**src/rtl/mc_controller.sv**
```systemverilog
// Control unit for the multicycle ARM datapath. It contains the main FSM, the ALU decoder,
// the condition check and the NZCV flag register.
// Outputs are combinational from the FSM state, the registered instruction and the flag register.
// With MEM_HANDSHAKE=1, FETCH, MEMREAD and MEMWR stay put until MemReady is high.
//
// Ports: clk, reset (synchronous, active-low); Instr = Instr[31:12] from the datapath IR;
//        ALUFlags = live NZCV; MemReady = memory access complete.
//        Outputs: write enables (PCWrite, RegWrite, MemWrite, IRWrite) and datapath selects
//        (AdrSrc, RegSrc, ALUSrcA, ALUSrcB, ResultSrc, ImmSrc, ALUControl).
module mc_controller #(
    parameter int ALU_CTRL_W    = 2,
    parameter int MEM_HANDSHAKE = 0
) (
    input  logic                  clk,
    input  logic                  reset,
    input  logic [19:0]           Instr,
    input  logic [3:0]            ALUFlags,
    input  logic                  MemReady,
    output logic                  PCWrite,
    output logic                  RegWrite,
    output logic                  MemWrite,
    output logic                  IRWrite,
    output logic                  AdrSrc,
    output logic [1:0]            RegSrc,
    output logic [1:0]            ALUSrcA,
    output logic [1:0]            ALUSrcB,
    output logic [1:0]            ResultSrc,
    output logic [1:0]            ImmSrc,
    output logic [ALU_CTRL_W-1:0] ALUControl
);

    typedef enum logic [3:0] {
        FETCH, DECODE, MEMADR, MEMREAD, MEMWB, MEMWR, EXECR, EXECI, ALUWB, BRANCH
    } state_t;

    localparam bit HAS_EOR = (ALU_CTRL_W >= 3);
    localparam logic [ALU_CTRL_W-1:0] ALU_ADD = ALU_CTRL_W'(0);
    localparam logic [ALU_CTRL_W-1:0] ALU_SUB = ALU_CTRL_W'(1);
    localparam logic [ALU_CTRL_W-1:0] ALU_AND = ALU_CTRL_W'(2);
    localparam logic [ALU_CTRL_W-1:0] ALU_ORR = ALU_CTRL_W'(3);
    localparam logic [ALU_CTRL_W-1:0] ALU_EOR = ALU_CTRL_W'(4);

    state_t state, next_state;
    logic [3:0] flags;      // registered N,Z,C,V
    logic       cond_q;     // CondEx as seen during the previous cycle

    logic [3:0] cond, cmd, rd;
    logic [1:0] op;
    logic [5:0] funct;
    logic       s_bit;
    logic       unused_rn;

    assign cond  = Instr[19:16];
    assign op    = Instr[15:14];
    assign funct = Instr[13:8];
    assign rd    = Instr[3:0];
    assign cmd   = funct[4:1];
    assign s_bit = funct[0];
    assign unused_rn = ^Instr[11:4];

    assign ImmSrc = op;
    assign RegSrc = {(op == 2'b01) & ~funct[0], op == 2'b10};

    // Without the handshake every memory access completes in its own cycle.
    logic mem_ok;
    assign mem_ok = (MEM_HANDSHAKE != 0) ? MemReady : 1'b1;

    // ALU decoder
    logic [ALU_CTRL_W-1:0] alu_dec;
    logic supported, is_cmp, arith;
    always_comb begin
        alu_dec   = ALU_ADD;
        supported = 1'b1;
        is_cmp    = 1'b0;
        arith     = 1'b0;
        case (cmd)
            4'b0100: begin alu_dec = ALU_ADD; arith = 1'b1; end
            4'b0010: begin alu_dec = ALU_SUB; arith = 1'b1; end
            4'b0000: alu_dec = ALU_AND;
            4'b1100: alu_dec = ALU_ORR;
            4'b1010: begin alu_dec = ALU_SUB; arith = 1'b1; is_cmp = 1'b1; end
            4'b0001: begin
                if (HAS_EOR) alu_dec = ALU_EOR;
                else         supported = 1'b0;
            end
            default: supported = 1'b0;
        endcase
    end

    // Condition check against the registered flags
    logic n_f, z_f, c_f, v_f, cond_ex;
    assign {n_f, z_f, c_f, v_f} = flags;
    always_comb begin
        cond_ex = 1'b0;
        case (cond)
            4'b0000: cond_ex = z_f;
            4'b0001: cond_ex = ~z_f;
            4'b0010: cond_ex = c_f;
            4'b0011: cond_ex = ~c_f;
            4'b0100: cond_ex = n_f;
            4'b0101: cond_ex = ~n_f;
            4'b0110: cond_ex = v_f;
            4'b0111: cond_ex = ~v_f;
            4'b1000: cond_ex = c_f & ~z_f;
            4'b1001: cond_ex = ~c_f | z_f;
            4'b1010: cond_ex = (n_f == v_f);
            4'b1011: cond_ex = (n_f != v_f);
            4'b1100: cond_ex = ~z_f & (n_f == v_f);
            4'b1101: cond_ex = z_f | (n_f != v_f);
            4'b1110: cond_ex = 1'b1;
            default: cond_ex = 1'b0;
        endcase
    end

    logic in_exec, flag_we;
    assign in_exec = (state == EXECR) || (state == EXECI);
    assign flag_we = in_exec && cond_ex && supported && (s_bit || is_cmp);

    always_ff @(posedge clk) begin
        if (!reset) begin
            state  <= FETCH;
            flags  <= 4'b0000;
            cond_q <= 1'b0;
        end else begin
            state  <= next_state;
            cond_q <= cond_ex;
            if (flag_we) begin
                flags[3:2] <= ALUFlags[3:2];
                if (arith) flags[1:0] <= ALUFlags[1:0];
            end
        end
    end

    always_comb begin
        next_state = state;
        PCWrite    = 1'b0;
        RegWrite   = 1'b0;
        MemWrite   = 1'b0;
        IRWrite    = 1'b0;
        AdrSrc     = 1'b0;
        ALUSrcA    = 2'b00;
        ALUSrcB    = 2'b00;
        ResultSrc  = 2'b00;
        ALUControl = ALU_ADD;
        case (state)
            FETCH: begin
                ALUSrcA = 2'b01; ALUSrcB = 2'b10; ResultSrc = 2'b10;
                if (mem_ok) begin
                    IRWrite    = 1'b1;
                    PCWrite    = 1'b1;
                    next_state = DECODE;
                end
            end
            DECODE: begin
                ALUSrcA = 2'b01; ALUSrcB = 2'b10; ResultSrc = 2'b10;
                case (op)
                    2'b00:   next_state = funct[5] ? EXECI : EXECR;
                    2'b01:   next_state = MEMADR;
                    2'b10:   next_state = BRANCH;
                    default: next_state = FETCH;
                endcase
            end
            MEMADR: begin
                ALUSrcB    = 2'b01;
                next_state = funct[0] ? MEMREAD : MEMWR;
            end
            MEMREAD: begin
                AdrSrc = 1'b1;
                if (mem_ok) next_state = MEMWB;
            end
            MEMWB: begin
                ResultSrc  = 2'b01;
                RegWrite   = cond_ex;
                PCWrite    = cond_ex & (rd == 4'hF);
                next_state = FETCH;
            end
            MEMWR: begin
                AdrSrc = 1'b1;
                if (mem_ok) begin
                    MemWrite   = cond_ex;
                    next_state = FETCH;
                end
            end
            EXECR, EXECI: begin
                ALUSrcB    = (state == EXECI) ? 2'b01 : 2'b00;
                ALUControl = alu_dec;
                next_state = (is_cmp || !supported) ? FETCH : ALUWB;
            end
            ALUWB: begin
                // Flags may have changed at the end of EXEC; the condition that
                // applies is the one evaluated in EXEC, held in cond_q.
                RegWrite   = cond_q;
                PCWrite    = cond_q & (rd == 4'hF);
                next_state = FETCH;
            end
            BRANCH: begin
                ALUSrcA = 2'b10; ALUSrcB = 2'b01; ResultSrc = 2'b10;
                PCWrite    = cond_ex;
                next_state = FETCH;
            end
            default: next_state = FETCH;
        endcase
        if (!reset) begin
            next_state = FETCH;
            PCWrite    = 1'b0;
            RegWrite   = 1'b0;
            MemWrite   = 1'b0;
            IRWrite    = 1'b0;
            AdrSrc     = 1'b0;
            ALUSrcA    = 2'b01;
            ALUSrcB    = 2'b10;
            ResultSrc  = 2'b10;
            ALUControl = ALU_ADD;
        end
    end

endmodule

```
**config.mk**
```make
export PLATFORM = sky130hd
export DESIGN_NAME = mc_controller
export DESIGN_NICKNAME = d
export VERILOG_FILES = /design/src/rtl/mc_controller.sv
export SDC_FILE = /design/constraint.sdc
export NUM_CORES = 1
export LEC_CHECK = 0
export BUFFER_PORTS_ARGS = -buffer_cell sky130_fd_sc_hd__clkbuf_2
export CAP_MARGIN = 20
export CELL_PAD_IN_SITES_DETAIL_PLACEMENT = 0
export CELL_PAD_IN_SITES_GLOBAL_PLACEMENT = 2
export CORE_MARGIN = 2
export CORE_UTILIZATION = 25
export CTS_BUF_LIST = sky130_fd_sc_hd__clkbuf_4 sky130_fd_sc_hd__clkbuf_8
export CTS_CLUSTER_SIZE = 40
export DETAILED_ROUTE_END_ITERATION = 8
export GPL_TIMING_DRIVEN = 0
export PLACE_DENSITY = 0.83
export SYNTH_ARGS = -nofsm -noshare
export SYNTH_HDL_FRONTEND = slang
export SYNTH_SLANG_ARGS = --single-unit
```
**constraint.sdc**
```tcl
create_clock -name clk -period 2 [get_ports clk]
set_clock_uncertainty 0.1 [all_clocks]
set_input_delay 0.2 -clock clk [delete_from_list [all_inputs] [get_ports clk]]
set_output_delay 0.2 -clock clk [all_outputs]
set_load 0.01 [all_outputs]
```
==> results.sh, run 1 <==
export IMPL_run_status="completed"
export IMPL_path_max_fanout=4
export IMPL_synth_area_leader_cell="dfxtp_1"
export IMPL_rows=22
export IMPL_cts_buffer_depth=2
export IMPL_pin_count=44
export IMPL_drive_gt1_share_pct=38.9
export IMPL_crit_path_max_incr_delay_ns=0.35
export IMPL_worstPathArrival_ns=1.64
export IMPL_synth_seq_cells=9
export IMPL_fin_crit_sh_pct=97.2
export IMPL_core_mm2=0.00363
export IMPL_synth_seq_area_share_pct=19.3
export IMPL_wl_mm=2.41
export IMPL_synthToLayoutAreaGrowth_pct=38.8
export IMPL_synth_avg_cell_area_um2=7.40
export IMPL_worstSkewPairLatency_ns=0.23
export IMPL_grt_overflow=0
export IMPL_hpwl_mm=1.93
export IMPL_synth_area_leaders="dfxtp_1, nand2_1, mux2i_1"
export IMPL_h_tree_depth=1
export IMPL_port_buffers=36
export IMPL_path_clk_slew_ns=0.04
export IMPL_yosys_cell_types_count=43
export IMPL_start_util_pct=25.7
export IMPL_grt_max_degree=11
export IMPL_critPathKind="register to output pin"
export IMPL_remaining_drc_errors=0
export IMPL_grt_usage_pct=11.3
export IMPL_fin_crit_ns=1.94
export IMPL_slew_violations=0
export IMPL_ir_drop_uv=181
export IMPL_fin_nets=195
export IMPL_critPathCaptureType="output pin"
export IMPL_rsz0062_at_grt="yes"
export IMPL_syn_inst=126
export IMPL_synth_edf_count=0
export IMPL_numCtsBuffers=3
export IMPL_reg2reg_slack_ns=0.08
export IMPL_tightest_slew_ns=0.481
export IMPL_placed_cells=210
export IMPL_root_buffer="clkbuf_8"
export IMPL_die_area_mm2=0.00423
export IMPL_p_leak_nw=0.573
export IMPL_viasPerCell=4.76
export IMPL_relSlewSlack_pct=67.9
export IMPL_place_gp_congestion=0.782
export IMPL_min_path_type="input port to register"
export IMPL_wire_per_inst_um=11.2
export IMPL_crit_required_ns=1.70
export IMPL_clock_fmax_mhz=514
export IMPL_final_cells=215
export IMPL_postCtsHoldBufs=0
export IMPL_first_global_vias=898
export IMPL_ys_flop_type="dfxtp_1"
export IMPL_insertedDiodeCount=0
export IMPL_vias=1023
export IMPL_powerDensity_mw_per_mm2=454
export IMPL_cp_start_kind="register"
export IMPL_async_flop_share_pct=0
export IMPL_firstDrtPassIters=4
export IMPL_slowest_stage="dfxtp_2"
export IMPL_fin_ws_ns=0.0562
export IMPL_cp_cell_sequence="and3b_1 -> a22oi_2 -> mux2_4 -> nand3_4 -> nor3b_2 -> buf_2"
export IMPL_drtIter0Drc=41
export IMPL_maxCapViolations=0
export IMPL_grt_pass1_wl_mm=3.86
export IMPL_dpl_worst_slack_ns=0.0507
export IMPL_cts_num_sinks=9
export IMPL_ys_warn_count=0
export IMPL_hold_viol=0
export IMPL_synth_top_cell_area_share_pct=19.3
export IMPL_antenna_found_initial=0
export IMPL_fp_dieW_um=65.1
export IMPL_mappedNetlistArea_um2=932
export IMPL_synthesis_nets=153
export IMPL_setup_viol=0
export IMPL_cts_tree="yes"
export IMPL_antenna_left=0
export IMPL_die_height_um=65.1
[final cells by class]
type | instances | area (µm²)
fillers | 404 | 2340
multi-input cells | 101 | 719
repair buffers | 38 | 195
flip-flops and latches | 9 | 190
plain buffers | 10 | 61.3
well taps | 48 | 60.1
clock buffers | 4 | 48.8
inverters | 5 | 18.8
[state kept, by name (all words and copies together) (netlist names)]
register	count
state	4
cond_q	1
flags	4
[worst paths after layout]
kind | startpoint | to | depth (start not counted)
max reg2reg | flags[0] | flags[2] | 6
min reg2reg | flags[1] | flags[1] | 2
max | flags[2] | MemWrite | 6
min | ALUFlags[3] | flags[3] | 3
[cell families after synthesis]
kind of cell	share of synthesized area (%)
buffers and inverters	8.86
AO/OA/AOI/OAI	22.6
multiplexers	5.91
AND/OR/NAND/NOR	36.8
XOR/XNOR	6.58
flip-flops	19.3
[layer usage]
layer	global-route usage (%)	vias to the layer above	wire, µm
li1	-	533	-
met1	14.8	466	1130
met2	18.9	22	1180
met3	2.26	2	91
met4	3.13	0	10
met5	0	-	0
[power by group]
part	switching, mW	internal (mW)	leakage, nW
Combinational	0.0974	0.0825	0.471
Sequential	0.00574	0.185	0.0759
Clock	0.0650	0.152	0.0262
[worst max-delay path, delay by kind of cell, from the launching register on]
family                 cells  cell delay (ns)
AND/OR/NAND/NOR            3             0.43
flip-flops                 1             0.35
multiplexers               1             0.34
buffers and inverters      1             0.15
AO/OA/AOI/OAI              1             0.14
[synth_stat cells, types with 2 or more instances]
| master | instances |
|---|---|
| buf_4 | 3 |
| nor3b_1 | 5 |
| nand3_1 | 3 |
| o31ai_1 | 3 |
| nor2b_1 | 5 |
| xor2_1 | 3 |
| a2bb2oi_1 | 2 |
| inv_1 | 5 |
| a21oi_1 | 3 |
| and3_1 | 3 |
| mux2i_1 | 4 |
| buf_2 | 2 |
| nand2b_1 | 4 |
| nor2_1 | 9 |
| clkbuf_1 | 3 |
| o21ai_0 | 6 |
| a311oi_2 | 2 |
| dfxtp_1 | 9 |
| a22oi_1 | 3 |
| and2_1 | 2 |
| nor3_1 | 5 |
| xnor2_1 | 4 |
| nand2_1 | 15 |
| o21a_1 | 2 |
| and2b_1 | 3 |
[cells in the final DEF (no fill, tap or decap), types with 4 or more instances in the layout]
master	n
clkbuf_2	35
buf_4	5
nor3_1	5
nor3b_1	4
dfxtp_1	5
xnor2_1	4
inv_1	5
nand2b_1	4
nand2_1	15
mux2i_1	4
nor2b_1	4
nor2_1	9
o21ai_0	6
[through the flow]
step	hold slack, ns	util [%]	instance area, µm²	total power, mW	setup TNS [ns]
floorplan	0.242	-	932	0.302	0
global placement	0.336	32.3	1170	0.361	0
detailed placement	0.336	32.3	1170	0.363	0
CTS	0.0865	34.6	1260	0.594	0
global route	0.108	35.6	1290	0.626	-0.0646
finish	0.0935	35.6	1290	0.587	0
[timing repair]
| item | 4_1_cts | 5_1_grt |
|---|---|---|
| pin swaps | 3 | 1 |
| setup buffers | 2 | 0 |
| gates resized for setup | 7 | 11 |
| hold endpoints to repair | 0 | 0 |
| setup endpoints to repair | 3 | 8 |
Note: power is estimated with default switching activity, not from simulation.
==> run 2: changes to the inputs <==
--- a/config.mk
+++ b/config.mk
@@ -15,7 +15,7 @@
 export CTS_CLUSTER_SIZE = 40
 export DETAILED_ROUTE_END_ITERATION = 8
 export GPL_TIMING_DRIVEN = 0
-export PLACE_DENSITY = 0.83
+export PLACE_DENSITY_LB_ADDON = 0.1
 export SYNTH_ARGS = -nofsm -noshare
 export SYNTH_HDL_FRONTEND = slang
 export SYNTH_SLANG_ARGS = --single-unit
==> constraint.sdc (replaced) <==
create_clock -name clk -period 2 [get_ports clk]
set_clock_uncertainty 0.1 [all_clocks]
set_input_delay 0.1 -clock clk [delete_from_list [all_inputs] [get_ports clk]]
set_output_delay 0.1 -clock clk [all_outputs]
set_load 0.01 [all_outputs]
==> run 2 against run 1 <==
  * Final area is 5.7% higher
  * The run now ends with negative hold slack left
  * Critical endpoint unchanged
  * Maximum frequency grew 0.15%
  * Hold slack worse by 0.10 ns
  * Largest power group unchanged
  * Utilization increased by 2.0 points
  * Cell count grew 1.4%
  * Die area unchanged
  * Register-to-register slack hardly changed
  * Clock power increased by 2%
==> results.sh, run 2 (synthesis results as in run 1) <==
export IMPL_run_status="complete, but fails checks"
export IMPL_violations="negative hold slack"
export IMPL_fin_nets=198
export IMPL_insertedDiodeCount=0
export IMPL_synthToLayoutAreaGrowth_pct=46.7
export IMPL_first_global_vias=978
export IMPL_startpoint="flags[0]"
export IMPL_total_power_uw=601
export IMPL_maxCapViolations=0
export IMPL_critPathTopFamily="flip-flops"
export IMPL_drive_gt1_share_pct=40.0
export IMPL_top_regs="flags (4), state (4), cond_q (1)"
export IMPL_hpwl_mm=2.00
export IMPL_grt_pass1_wl_mm=4.33
export IMPL_place_gp_congestion=0.764
export IMPL_grt_overflow=0
export IMPL_critPathKind="register to output pin"
export IMPL_min_from="ALUFlags[0]"
export IMPL_pin_count=44
export IMPL_crit_required_ns=1.80
export IMPL_cts_num_sinks=9
export IMPL_crit_buf_inv=1
export IMPL_antenna_left=0
export IMPL_rows=22
export IMPL_min_path_type="input port to register"
export IMPL_port_buffers=36
export IMPL_numCtsBuffers=3
export IMPL_die_height_um=65.1
export IMPL_drtIter0Drc=44
export IMPL_root_buffer="clkbuf_8"
export IMPL_rsz0062_at_grt="yes"
export IMPL_cts_buffer_depth=2
export IMPL_p_leak_nw=0.609
export IMPL_start_util_pct=25.7
export IMPL_slew_violations=0
export IMPL_holdWs_ns=-0.00981
export IMPL_rr_startpoint="flags[0]"
export IMPL_fin_tns_setup_ns=0
export IMPL_worstSkewPairLatency_ns=0.23
export IMPL_cts_tree="yes"
export IMPL_cp_start_kind="register"
export IMPL_hold_viol=1
export IMPL_final_common_cell="clkbuf_2"
export IMPL_slowest_stage="dfxtp_4"
export IMPL_h_tree_depth=1
export IMPL_tightest_slew_ns=0.475
export IMPL_core_mm2=0.00363
export IMPL_clock_fmax_mhz=515
export IMPL_relSlewSlack_pct=68.3
export IMPL_fin_crit_sh_pct=97.0
export IMPL_die_area_mm2=0.00423
export IMPL_grt_usage_pct=12.9
export IMPL_viasPerCell=4.65
export IMPL_setup_viol=0
export IMPL_cp_cell_sequence="xnor2_2 -> a22oi_2 -> mux2_4 -> nand3_4 -> nor3b_4 -> buf_2"
export IMPL_fp_dieW_um=65.1
export IMPL_remaining_drc_errors=0
export IMPL_antenna_found_initial=0
export IMPL_vias=1014
export IMPL_grt_max_degree=11
export IMPL_mostFrequentLayoutCells="clkbuf_2, nand2_1, nor2_1"
export IMPL_wl_mm=2.54
export IMPL_fin_crit_ns=1.94
export IMPL_critPathCaptureType="output pin"
export IMPL_crit_path_max_incr_delay_ns=0.37
export IMPL_firstDrtPassIters=4
export IMPL_path_max_fanout=7
export IMPL_wire_per_inst_um=11.7
export IMPL_ir_drop_uv=278
export IMPL_worstPathArrival_ns=1.74
export IMPL_powerDensity_mw_per_mm2=440
export IMPL_path_clk_slew_ns=0.04
-- run 2: final timing paths --
check	depth (start not counted)	slack (ns)	endpoint
worst max-delay path	6	0.06	MemWrite
worst min-delay path	3	-0.01	flags[0]
worst max register to register	6	0.08	flags[1]
worst min register to register	2	0.38	flags[1]
-- run 2: power breakdown --
part	internal [mW]	switching, mW	leakage (nW)	total (mW)
logic	0.0862	0.104	0.507	0.190
clock network	0.152	0.0697	0.0262	0.222
registers	0.183	0.00586	0.0762	0.189
-- run 2: layer usage --
| metal | share of wire [%] | routed length (µm) | GRT usage (%) |
|---|---|---|---|
| met1 | 51 | 1300 | 17.5 |
| met4 | 0.67 | 17 | 4.69 |
| met3 | 4.1 | 104 | 1.91 |
| met5 | 0 | 0 | 0 |
| met2 | 44 | 1110 | 20.5 |
-- run 2: timing repair --
item / in CTS / in global routing
setup buffers: 1 / 2
pin swaps: 3 / 11
hold endpoints to repair: 2 / 0
hold buffers: 2 / 0
gates cloned: 0 / 0
endpoints found under the setup margin: 3 / 9
gates resized for setup: 6 / 18
-- run 2: worst register-to-register path: stages (launching register included) --
cell      delay [ns]
dfxtp_4         0.37
xnor2_2         0.14
a22oi_2         0.18
mux2_4          0.36
buf_4           0.15
a311oi_4        0.33
mux2i_1         0.22
-- run 2: final cells by class --
cell class / count / area [µm²]
multi-input combinational: 101 / 762
timing repair buffer: 41 / 226
clock buffer: 4 / 48.8
sequential: 9 / 193
fill: 419 / 2270
tap: 48 / 60.1
inverter: 5 / 18.8
buffer: 10 / 58.8
-- run 2: metrics by stage --
step	setup slack (ns)	cell area, µm²	hold WS [ns]	utilization [%]	instances
global route	-0.00646	1370	0.00609	37.6	218
global placement	0.0217	1170	0.232	32.3	210
floorplan	0.292	932	0.142	-	126
CTS	-0.00976	1280	0.00542	35.3	217
finish	0.0591	1370	-0.00981	37.6	218
detailed placement	0.0204	1170	0.239	32.3	210
